### src/rtl/sram_pkg.sv
`default_nettype none
// +-----------------------------------------------------------------------------
// | sram_pkg : shared widths, opcode constants and state types for SRAM loading
// | rev 1.0
// +-----------------------------------------------------------------------------
package sram_pkg;

  localparam int SRAM_ADDR_W = 18;
  localparam int SRAM_DATA_W = 16;

  localparam logic [3:0] OP_END        = 4'b0000;
  localparam logic [3:0] OP_BPM        = 4'b0001;
  localparam int         NOTE_FLAG_BIT = 15;

  typedef enum logic [2:0] {
    ST_IDLE    = 3'd0,
    ST_GET_HI  = 3'd1,
    ST_GET_LO  = 3'd2,
    ST_SETUP   = 3'd3,
    ST_STROBE  = 3'd4,
    ST_RECOVER = 3'd5,
    ST_FINISH  = 3'd6,
    ST_FAULT   = 3'd7
  } loader_state_e;

  typedef enum logic [1:0] {
    WC_IDLE    = 2'd0,
    WC_SETUP   = 2'd1,
    WC_STROBE  = 2'd2,
    WC_RECOVER = 2'd3
  } wc_state_e;

  function automatic logic is_end_word(input logic [SRAM_DATA_W-1:0] w);
    return w[15:12] == OP_END;
  endfunction

endpackage
`default_nettype wire

### src/rtl/sram_write_cycle.sv
`default_nettype none
// +-----------------------------------------------------------------------------
// | sram_write_cycle : one SETUP / STROBE / RECOVER asynchronous SRAM write
// | rev 1.0
// +-----------------------------------------------------------------------------
module sram_write_cycle
  import sram_pkg::*;
#(
  parameter int WE_CYCLES = 2
) (
  input  logic                   i_clk,
  input  logic                   i_rst_n,
  input  logic                   i_go,
  input  logic [SRAM_ADDR_W-1:0] i_addr,
  input  logic [SRAM_DATA_W-1:0] i_data,
  output logic                   o_busy,
  output logic                   o_strobe_last,
  output logic                   o_done,
  output logic                   o_sram_we,
  output logic [SRAM_ADDR_W-1:0] o_sram_a,
  output logic [SRAM_DATA_W-1:0] o_sram_d_out,
  output logic                   o_sram_d_oe
);

  localparam int              CNT_W  = (WE_CYCLES > 1) ? $clog2(WE_CYCLES) : 1;
  localparam logic [CNT_W-1:0] C_LAST = CNT_W'(WE_CYCLES - 1);

  wc_state_e              r_state;
  wc_state_e              w_state_next;
  logic [CNT_W-1:0]       r_cnt;
  logic [SRAM_ADDR_W-1:0] r_addr;
  logic [SRAM_DATA_W-1:0] r_data;
  logic                   w_active;

  always_comb begin
    w_state_next = r_state;
    case (r_state)
      WC_IDLE:    if (i_go) w_state_next = WC_SETUP;
      WC_SETUP:   w_state_next = WC_STROBE;
      WC_STROBE:  if (r_cnt == C_LAST) w_state_next = WC_RECOVER;
      WC_RECOVER: w_state_next = WC_IDLE;
      default:    w_state_next = WC_IDLE;
    endcase
  end

  always_ff @(posedge i_clk) begin
    if (!i_rst_n) begin
      r_state <= WC_IDLE;
      r_cnt   <= '0;
      r_addr  <= '0;
      r_data  <= '0;
    end else begin
      r_state <= w_state_next;
      if (r_state == WC_IDLE && i_go) begin
        r_addr <= i_addr;
        r_data <= i_data;
      end
      if (r_state == WC_STROBE) r_cnt <= r_cnt + 1'b1;
      else                      r_cnt <= '0;
    end
  end

  // Address and data stay on the bus from SETUP through RECOVER for setup/hold.
  assign w_active      = (r_state != WC_IDLE);
  assign o_busy        = w_active;
  assign o_strobe_last = (r_state == WC_STROBE) && (r_cnt == C_LAST);
  assign o_done        = (r_state == WC_RECOVER);
  assign o_sram_we     = (r_state != WC_STROBE);
  assign o_sram_d_oe   = w_active;
  assign o_sram_a      = w_active ? r_addr : '0;
  assign o_sram_d_out  = w_active ? r_data : '0;

endmodule
`default_nettype wire

### src/rtl/sram_program_loader.sv
`default_nettype none
// +-----------------------------------------------------------------------------
// | sram_program_loader : packs a byte stream into 16-bit words written to SRAM
// | rev 1.0
// +-----------------------------------------------------------------------------
module sram_program_loader
  import sram_pkg::*;
#(
  parameter int WE_CYCLES    = 2,
  parameter int BYTE_TIMEOUT = 50000000,
  parameter int MAX_ADDR     = 262143
) (
  input  logic                   i_clk,
  input  logic                   i_rst_n,
  input  logic                   i_start,
  input  logic [7:0]             i_rx_data,
  input  logic                   i_rx_valid,
  output logic                   o_rx_ready,
  output logic                   o_sram_we,
  output logic                   o_sram_ce,
  output logic                   o_sram_oe,
  output logic                   o_sram_lb,
  output logic                   o_sram_ub,
  output logic [SRAM_ADDR_W-1:0] o_sram_a,
  output logic [SRAM_DATA_W-1:0] o_sram_d_out,
  output logic                   o_sram_d_oe,
  output logic                   o_busy,
  output logic                   o_done,
  output logic                   o_err,
  output logic [SRAM_ADDR_W-1:0] o_word_count
);

  localparam int                     TO_W       = $clog2(BYTE_TIMEOUT + 1);
  localparam logic [TO_W-1:0]        C_TO_LAST  = TO_W'(BYTE_TIMEOUT - 1);
  localparam logic [SRAM_ADDR_W-1:0] C_MAX_ADDR = SRAM_ADDR_W'(MAX_ADDR);

  loader_state_e          r_state;
  loader_state_e          w_state_next;
  logic [7:0]             r_hi;
  logic [SRAM_ADDR_W-1:0] r_addr;
  logic [SRAM_ADDR_W-1:0] r_word_count;
  logic [TO_W-1:0]        r_to_cnt;
  logic                   r_done;
  logic                   r_err;

  logic                   w_accept;
  logic                   w_go;
  logic                   w_busy;
  logic                   w_clear;
  logic                   w_set_done;
  logic                   w_set_err;
  logic                   w_inc_addr;
  logic                   w_inc_count;
  logic                   w_wc_busy;
  logic                   w_wc_strobe_last;
  logic                   w_wc_done;
  logic [SRAM_DATA_W-1:0] w_wc_data;

  assign o_rx_ready = (r_state == ST_GET_HI) || (r_state == ST_GET_LO);
  assign w_accept   = i_rx_valid && o_rx_ready;
  assign w_go       = (r_state == ST_GET_LO) && w_accept;
  assign w_busy     = (r_state == ST_GET_HI) || (r_state == ST_GET_LO) ||
                      (r_state == ST_SETUP)  || (r_state == ST_STROBE) ||
                      (r_state == ST_RECOVER);

  // The write engine latches {high byte, incoming low byte} on the accepting edge.
  sram_write_cycle #(
    .WE_CYCLES (WE_CYCLES)
  ) u_write_cycle (
    .i_clk         (i_clk),
    .i_rst_n       (i_rst_n),
    .i_go          (w_go),
    .i_addr        (r_addr),
    .i_data        ({r_hi, i_rx_data}),
    .o_busy        (w_wc_busy),
    .o_strobe_last (w_wc_strobe_last),
    .o_done        (w_wc_done),
    .o_sram_we     (o_sram_we),
    .o_sram_a      (o_sram_a),
    .o_sram_d_out  (w_wc_data),
    .o_sram_d_oe   (o_sram_d_oe)
  );

  always_comb begin
    w_state_next = r_state;
    w_clear      = 1'b0;
    w_set_done   = 1'b0;
    w_set_err    = 1'b0;
    w_inc_addr   = 1'b0;
    w_inc_count  = 1'b0;
    case (r_state)
      ST_IDLE, ST_FINISH, ST_FAULT: begin
        if (i_start) begin
          w_clear      = 1'b1;
          w_state_next = ST_GET_HI;
        end
      end
      ST_GET_HI: begin
        if (w_accept) w_state_next = ST_GET_LO;
      end
      ST_GET_LO: begin
        if (w_accept) begin
          w_state_next = ST_SETUP;
        end else if (r_to_cnt == C_TO_LAST) begin
          w_set_err    = 1'b1;
          w_state_next = ST_FAULT;
        end
      end
      ST_SETUP: begin
        if (w_wc_busy) w_state_next = ST_STROBE;
      end
      ST_STROBE: begin
        if (w_wc_strobe_last) w_state_next = ST_RECOVER;
      end
      ST_RECOVER: begin
        if (w_wc_done) begin
          w_inc_count = 1'b1;
          if (is_end_word(w_wc_data)) begin
            w_set_done   = 1'b1;
            w_state_next = ST_FINISH;
          end else if (r_addr == C_MAX_ADDR) begin
            w_set_err    = 1'b1;
            w_state_next = ST_FAULT;
          end else begin
            w_inc_addr   = 1'b1;
            w_state_next = ST_GET_HI;
          end
        end
      end
      default: w_state_next = ST_IDLE;
    endcase
  end

  always_ff @(posedge i_clk) begin
    if (!i_rst_n) begin
      r_state      <= ST_IDLE;
      r_hi         <= '0;
      r_addr       <= '0;
      r_word_count <= '0;
      r_to_cnt     <= '0;
      r_done       <= 1'b0;
      r_err        <= 1'b0;
    end else begin
      r_state <= w_state_next;
      if (w_clear) begin
        r_addr       <= '0;
        r_word_count <= '0;
        r_to_cnt     <= '0;
        r_done       <= 1'b0;
        r_err        <= 1'b0;
      end
      if (r_state == ST_GET_HI && w_accept) begin
        r_hi     <= i_rx_data;
        r_to_cnt <= '0;
      end
      // Counter stops at BYTE_TIMEOUT because GET_LO is left on that edge.
      if (r_state == ST_GET_LO && !w_accept) r_to_cnt <= r_to_cnt + 1'b1;
      if (w_inc_addr)  r_addr       <= r_addr + 1'b1;
      if (w_inc_count) r_word_count <= r_word_count + 1'b1;
      if (w_set_done)  r_done       <= 1'b1;
      if (w_set_err)   r_err        <= 1'b1;
    end
  end

  assign o_busy       = w_busy;
  assign o_done       = r_done;
  assign o_err        = r_err;
  assign o_word_count = r_word_count;
  assign o_sram_d_out = w_wc_data;
  assign o_sram_ce    = ~w_busy;
  assign o_sram_lb    = ~w_busy;
  assign o_sram_ub    = ~w_busy;
  assign o_sram_oe    = 1'b1;

endmodule
`default_nettype wire

### config.mk
export PLATFORM = sky130hd
export DESIGN_NAME = sram_program_loader
export DESIGN_NICKNAME = d
export VERILOG_FILES = /design/src/rtl/sram_pkg.sv /design/src/rtl/sram_write_cycle.sv /design/src/rtl/sram_program_loader.sv
export SDC_FILE = /design/constraint.sdc
export NUM_CORES = 1
export LEC_CHECK = 0
export CORE_ASPECT_RATIO = 1.25
export CORE_MARGIN = 2
export CORE_UTILIZATION = 50
export DETAILED_ROUTE_END_ITERATION = 10
export DONT_BUFFER_PORTS = 1
export PLACE_DENSITY = 0.66
export SYNTH_ARGS = -nofsm -noshare
export SYNTH_HDL_FRONTEND = slang
export SYNTH_SLANG_ARGS = --single-unit
### constraint.sdc
create_clock -name i_clk -period 2.85 [get_ports i_clk]
set_input_delay 0.57 -clock i_clk [delete_from_list [all_inputs] [get_ports i_clk]]
set_output_delay 0.57 -clock i_clk [all_outputs]
set_load 0.01 [all_outputs]
======== Word-level counts from Yosys, hierarchy flattened ========
Index checks and enable logic that the tools add are counted.
cells by class
  add/subtract/negate cells ............... 4
  eq/ne operators ......................... 21
  mux-type cells .......................... 41
  bitwise logic cells ..................... 1
  reductions and logical operators ........ 24
operator list
  operator                                                                  number
  26-bit 2-to-1 mux                                                         3
  18-bit 2-to-1 mux                                                         4
  18-bit by 1-bit adder with 18-bit output (second input constant)          2
  3-bit 2-to-1 mux                                                          9
  26-bit by 1-bit adder with 26-bit output (second input constant)          1
  26-bit equality test (second input constant)                              1
  1-bit 2-to-1 mux                                                          19
  18-bit equality test (second input constant)                              1
  3-bit case mux with 6 select lines                                        1
  16-bit 2-to-1 mux                                                         1
  3-bit equality test (second input constant)                               4
  2-bit by 1-bit inequality test with 1-bit output (second input constant)  5
  2-bit nonzero test                                                        5
  2-bit case mux with 4 select lines                                        1
  3-bit by 2-bit equality test with 1-bit output (second input constant)    2
  1-bit logical AND                                                         6
  2-bit inequality test (second input constant)                             3
  6-bit AND reduction                                                       1
  2-bit equality test (second input constant)                               2
  4-bit logical NOT                                                         1
  1-bit logical OR                                                          4
  2-bit 2-to-1 mux                                                          2
  2-bit AND reduction                                                       2
  3-bit by 1-bit equality test with 1-bit output (second input constant)    1
  10 further kinds                                                          10
word-level totals
  register bits after elaboration ......... 112
  bits of input ports ..................... 12
  output and inout bits ................... 62
  logic and storage cells ................. 102

======== Depth between registers and ports, before layout ========
  depth in word-level cells ............... 7
  mapped depth ............................ 8
  mapped depth without buffers ............ 7

======== Modules after synthesis ========
Synthesis repeated with hierarchy kept, for this count alone.
second synthesis, totals
  cells, all modules ...................... 687
  area total of the unflattened synthesis .. 5591.6 um^2
modules (own cells, without submodules)
  module               instances  cells an instance  area an instance (um^2)
  sram_program_loader  1          479                3898.7
  sram_write_cycle     1          208                1692.9

======== Worst setup path after synthesis ========
OpenSTA, ideal clock, no wires.
  path type ............................... register -> register
  start point ............................. reg u_write_cycle.r_state[1]
  end point ............................... reg r_addr[8]
  setup time .............................. 0.121 ns
  data arrival time ....................... 1.803 ns
  data required time ...................... 2.729 ns
  slack ................................... 0.927 ns
  cell stages (with the launch flop) ...... 8
  buffers on the path ..................... 1
  clock period less this slack ............ 1.923 ns
  cell sequence ........................... dfxtp_1 > ha_1 > nand4b_4 > or3_1 > clkbuf_1 > a21oi_2 > a31oi_1 > mux2_2
between the ends
  cells in the longest elaborated chain, start to end .. 7
  elaborated cells between the ends (all ways) .. 9
RTL lines
  element                                                         RTL line                    text
  from (decl)                                                     sram_write_cycle.sv:28      wc_state_e r_state;
  from (signal assigned)                                          sram_write_cycle.sv:53      r_state <= w_state_next;
  2-bit nonzero test                                              sram_write_cycle.sv:64      assign w_active = (r_state != WC_IDLE);
  16-bit 2-to-1 mux                                               sram_write_cycle.sv:71      assign o_sram_d_out = w_active ? r_data : '0;
  4-bit logical NOT                                               sram_pkg.sv:34              return w[15:12] == OP_END;
  1-bit 2-to-1 mux                                                sram_program_loader.sv:118  if (is_end_word(w_wc_data)) begin
  1-bit 2-to-1 mux (*)                                            sram_program_loader.sv:116  if (w_wc_done) begin
  1-bit 2-to-1 mux (*)                                            sram_program_loader.sv:91   case (r_state)
  18-bit 2-to-1 mux / 2-bit nonzero test (equally long branches)  --
  to (signal assigned)                                            sram_program_loader.sv:158  if (w_inc_addr) r_addr <= r_addr + 1'b1;
  to (decl)                                                       sram_program_loader.sv:40   logic [SRAM_ADDR_W-1:0] r_addr;
Every way passes the cells marked *; elsewhere a longest branch is shown, timed or not.
A chain may end at the register's enable or synchronous reset.

======== Worst setup path in the final report ========
  start point ............................. reg r_state[2]
  end point ............................... reg r_word_count[13], in the netlist o_word_count[13]
between the ends
  cells in the longest elaborated chain, start to end .. 4
  elaborated cells between the ends (all ways) .. 9
RTL lines
  element                                                          RTL line                    text
  from (decl)                                                      sram_program_loader.sv:37   loader_state_e r_state;
  from (signal assigned)                                           sram_program_loader.sv:144  r_state <= w_state_next;
  3-bit equality test / 3-bit logical NOT (equally long branches)  sram_program_loader.sv:91
  3-bit OR reduction                                               sram_program_loader.sv:91
  1-bit 2-to-1 mux                                                 sram_program_loader.sv:91
  2-bit nonzero test (no line)                                     --
  to (signal assigned)                                             sram_program_loader.sv:159  if (w_inc_count) r_word_count <= r_word_count + 1'b1;
  to (decl)                                                        sram_program_loader.sv:41   logic [SRAM_ADDR_W-1:0] r_word_count;
Parallel ways exist; a longest one is shown, timed or not.

==> flow_summary.toml <==
[synth]
synth_area_leaders = "dfxtp_1, nand2_1, a21oi_1"
synth-seq-cells = 112
ys.warnings.count = 0
synth-edff-count = 0
ys.flop_type = "dfxtp_1"
syn_area_per_cell_sq_um = 8.074
synth_common_cells = "nand2_1, dfxtp_1, a21oi_1, nor2_1, nor2b_1"
ys_seq_area_share_pct = 39.79
synth_cell_type_count = 76
synth_nets = 716
async_reset_ff_share_pct = 0
synth_top_cell_by_area = "dfxtp_1"
syn_area_sq_um = 5635
synth_top_area_share_pct = 39.79
syn_inst = 698
yosysMostFrequentCell = "nand2_1"

[layout]
fin_nets = 695
design_area_sq_um = 6026
drive_above_1_share_pct = 9.238
finish.utilization_pct = 54.63
syn2layout_area_growth_pct = 6.927
n_antenna_cell = 0
stdcell_count = 817

[placed_design]
pre_cts_ws_ps = 553.5
portBuffers = 0
dp.cells = 801
dp_hpwl_mm = 8.928
gp_congestion = 0.8544
placed_area_sq_um = 5698

[floorplan]
dieHeight_microns = 122.7
die_area_sq_um = 12140
start_util_pct = 51.09
die_w_microns = 98.96
core_area_sq_um = 11030
fp-row-count = 43
ios = 74

[clock_tree]
cts_tree = "yes"
cts_hold_buf = 0
clockRootBuffer = "clkbuf_16"
cts_buffer_depth = 2
cts_buffers = 9
cts-resized-gates = 0
postCtsSetupBuffers = 0
cts.sinks = 112
h-tree-depth = 3
insertion_delay_ps = 350
clk_pin_slew_ps = 70

[power_and_ir_drop]
p_per_area_nw_per_um2 = 627.9
pwr-share-comb_pct = 18.7
clkPwrFrac_pct = 36.4
seqPwrFrac_pct = 44.9
ir_worst_vdd_mv = 0.4265
p_leak_nw = 2.028
p_switching_mw = 1.174
power_mw = 3.784
p_sw_share_pct = 31.02
intPower_mw = 2.610

[sta]
period_share_pct = 83.46
worst_clock_skew_ps = 7.583
slew_headroom_pct = 51.32
fin_ws_ps = 471.3
hold_viol = 0
setup_viol = 0
setup_tns_ps = 0
drv_slew = 0
fin_crit_ps = 2379
holdWs_ps = 336.6
tightest_slew_ps = 729.2
rsz0062_at_grt = "no"
max_freq_mhz = 420.4

[grt]
grt_max_degree = 39
track_usage_pct = 20.71
grt_first_pass_wirelength_mm = 20.67
grt_overflow_total = 0
grt_pass1_vias = 4341
antenna_found_initial = 0

[worst_setup_path]
critPathTopFamily = "simple AND/OR/NAND/NOR gates"
crit_fanout = 19
crit_slowest_cell = "dfxtp_1"
end_kind = "flip-flop"
r2r-end = "o_word_count[13]"
worstPathCellList = "nand4b_4, buf_4, nor3_1, and4_1, nor4b_1, a31o_2"
arrival_ps = 2680
r2r_cells = 6
cp_num_buf_inv = 1
slowest_delay_ps = 720
cp.required_ps = 3150
r2r_start = "r_state[2]"
worstSetupStartpointType = "flip-flop"
reg2reg_slack_ps = 470
crit_type = "reg2reg"

[run_status]
status = "completed"

[worst_hold_path]
min_delay_path_depth = 1
min_path_type = "in2reg"
min_from = "i_rst_n"
hold_end = "r_to_cnt[8]"

[routing]
vias = 4812
vias_per_cell = 5.890
drc = 0
wl_mm = 12.49
drtAntennaViolNets = 0
post_drt_wl_per_cell_microns = 15.29
drt_first_pass_iters = 4
drt_iter0_markers = 266

[run]
maxCapViolCount = 0
[routing by layer]
| metal | track usage (%) | share of wire [%] | vias up |
|---|---|---|---|
| li1 | - | - | 2448 |
| met1 | 24.34 | 44 | 2248 |
| met2 | 35.85 | 49 | 95 |
| met3 | 4.954 | 4.7 | 21 |
| met4 | 9.075 | 2.0 | 0 |
| met5 | 0 | 0 | - |
[worst register-to-register path, cell delays in order (launching register included)]
cell and delay, ps:
dfxtp_1 720, nand4b_4 180, buf_4 230, nor3_1 390, and4_1 360, nor4b_1 290, a31o_2 160
[worst max-delay path by stage]
| stage | from | endpoint | slack, ps | depth (start not counted) |
|---|---|---|---|---|
| 3_3_place_gp | r_state[2] | o_word_count[13] | 650 | 6 |
| 3_5_place_dp | r_state[2] | o_word_count[13] | 550 | 6 |
| 2_1_floorplan | u_write_cycle.r_state[1] | r_addr[8] | 930 | 7 |
| 5_1_grt | r_state[2] | o_sram_ce | 290 | 3 |
| 6_report | r_state[2] | o_word_count[13] | 470 | 6 |
| 4_1_cts | r_state[2] | o_sram_lb | 490 | 3 |
[kinds of logic (layout without fill, tap and decap cells)]
kind of cell | after synthesis | in the layout | share of synthesized area [%]
other | 1 | 1 | 0.06654
muxes | 16 | 16 | 2.975
buffers and inverters | 60 | 44 | 4.662
and+or+nand+nor | 324 | 324 | 30.75
adders and majority gates | 6 | 6 | 1.332
xor gates and xnor gates | 10 | 10 | 1.554
AOI/OAI and AO/OA | 169 | 169 | 18.87
DFF | 112 | 112 | 39.79
[registers in the layout (all words and copies together), names as in the netlist]
name                   count
o_word_count              18
u_write_cycle.r_data      16
o_err                      1
u_write_cycle.r_addr      18
o_done                     1
r_to_cnt                  26
r_state                    3
u_write_cycle.r_state      2
r_addr                    18
r_hi                       8
u_write_cycle.r_cnt        1
[power by group through the flow]
stage	Combinational [mW]	Clock, mW	Sequential, mW
after global routing	0.789	1.47	1.71
after CTS	0.715	1.40	1.70
final	0.707	1.38	1.70
after detailed placement	0.713	0	1.73
after floorplan	0.648	0	1.67
after global placement	0.696	0	1.73
[layout make-up]
| class | instances | area [sq um] |
|---|---|---|
| clock inverters | 7 | 102.6 |
| well taps | 135 | 168.9 |
| flip-flops and latches | 112 | 2242 |
| repair buffers | 13 | 97.59 |
| inverters | 15 | 56.30 |
| fillers | 1030 | 5004 |
| multi-input cells | 526 | 3133 |
| clock buffers | 9 | 225.2 |
[placed cells by master (no fill, tap or decap), types with 3 or more instances in the layout]
| cell type | n |
|---|---|
| nor2_1 | 46 |
| xnor2_1 | 5 |
| clkbuf_16 | 9 |
| a311oi_1 | 6 |
| and3_1 | 11 |
| mux2i_1 | 10 |
| nor4_1 | 9 |
| nor3_1 | 11 |
| nand3b_1 | 5 |
| nor2b_1 | 35 |
| inv_1 | 14 |
| a211oi_1 | 5 |
| and4_1 | 5 |
| nand3_1 | 22 |
| xor2_1 | 5 |
| nand2b_1 | 6 |
| a21oi_1 | 62 |
| ha_1 | 6 |
| mux2_2 | 6 |
| nand2_1 | 118 |
| o21ai_0 | 33 |
| a31oi_1 | 14 |
| nand4_1 | 11 |
| a41oi_1 | 3 |
| o21a_1 | 8 |
| or4_1 | 6 |
| a21o_1 | 3 |
| o211ai_1 | 5 |
| and2_1 | 10 |
| dfxtp_1 | 112 |
| or3_1 | 4 |
| buf_4 | 13 |
Power figures use the tool's default switching activity.
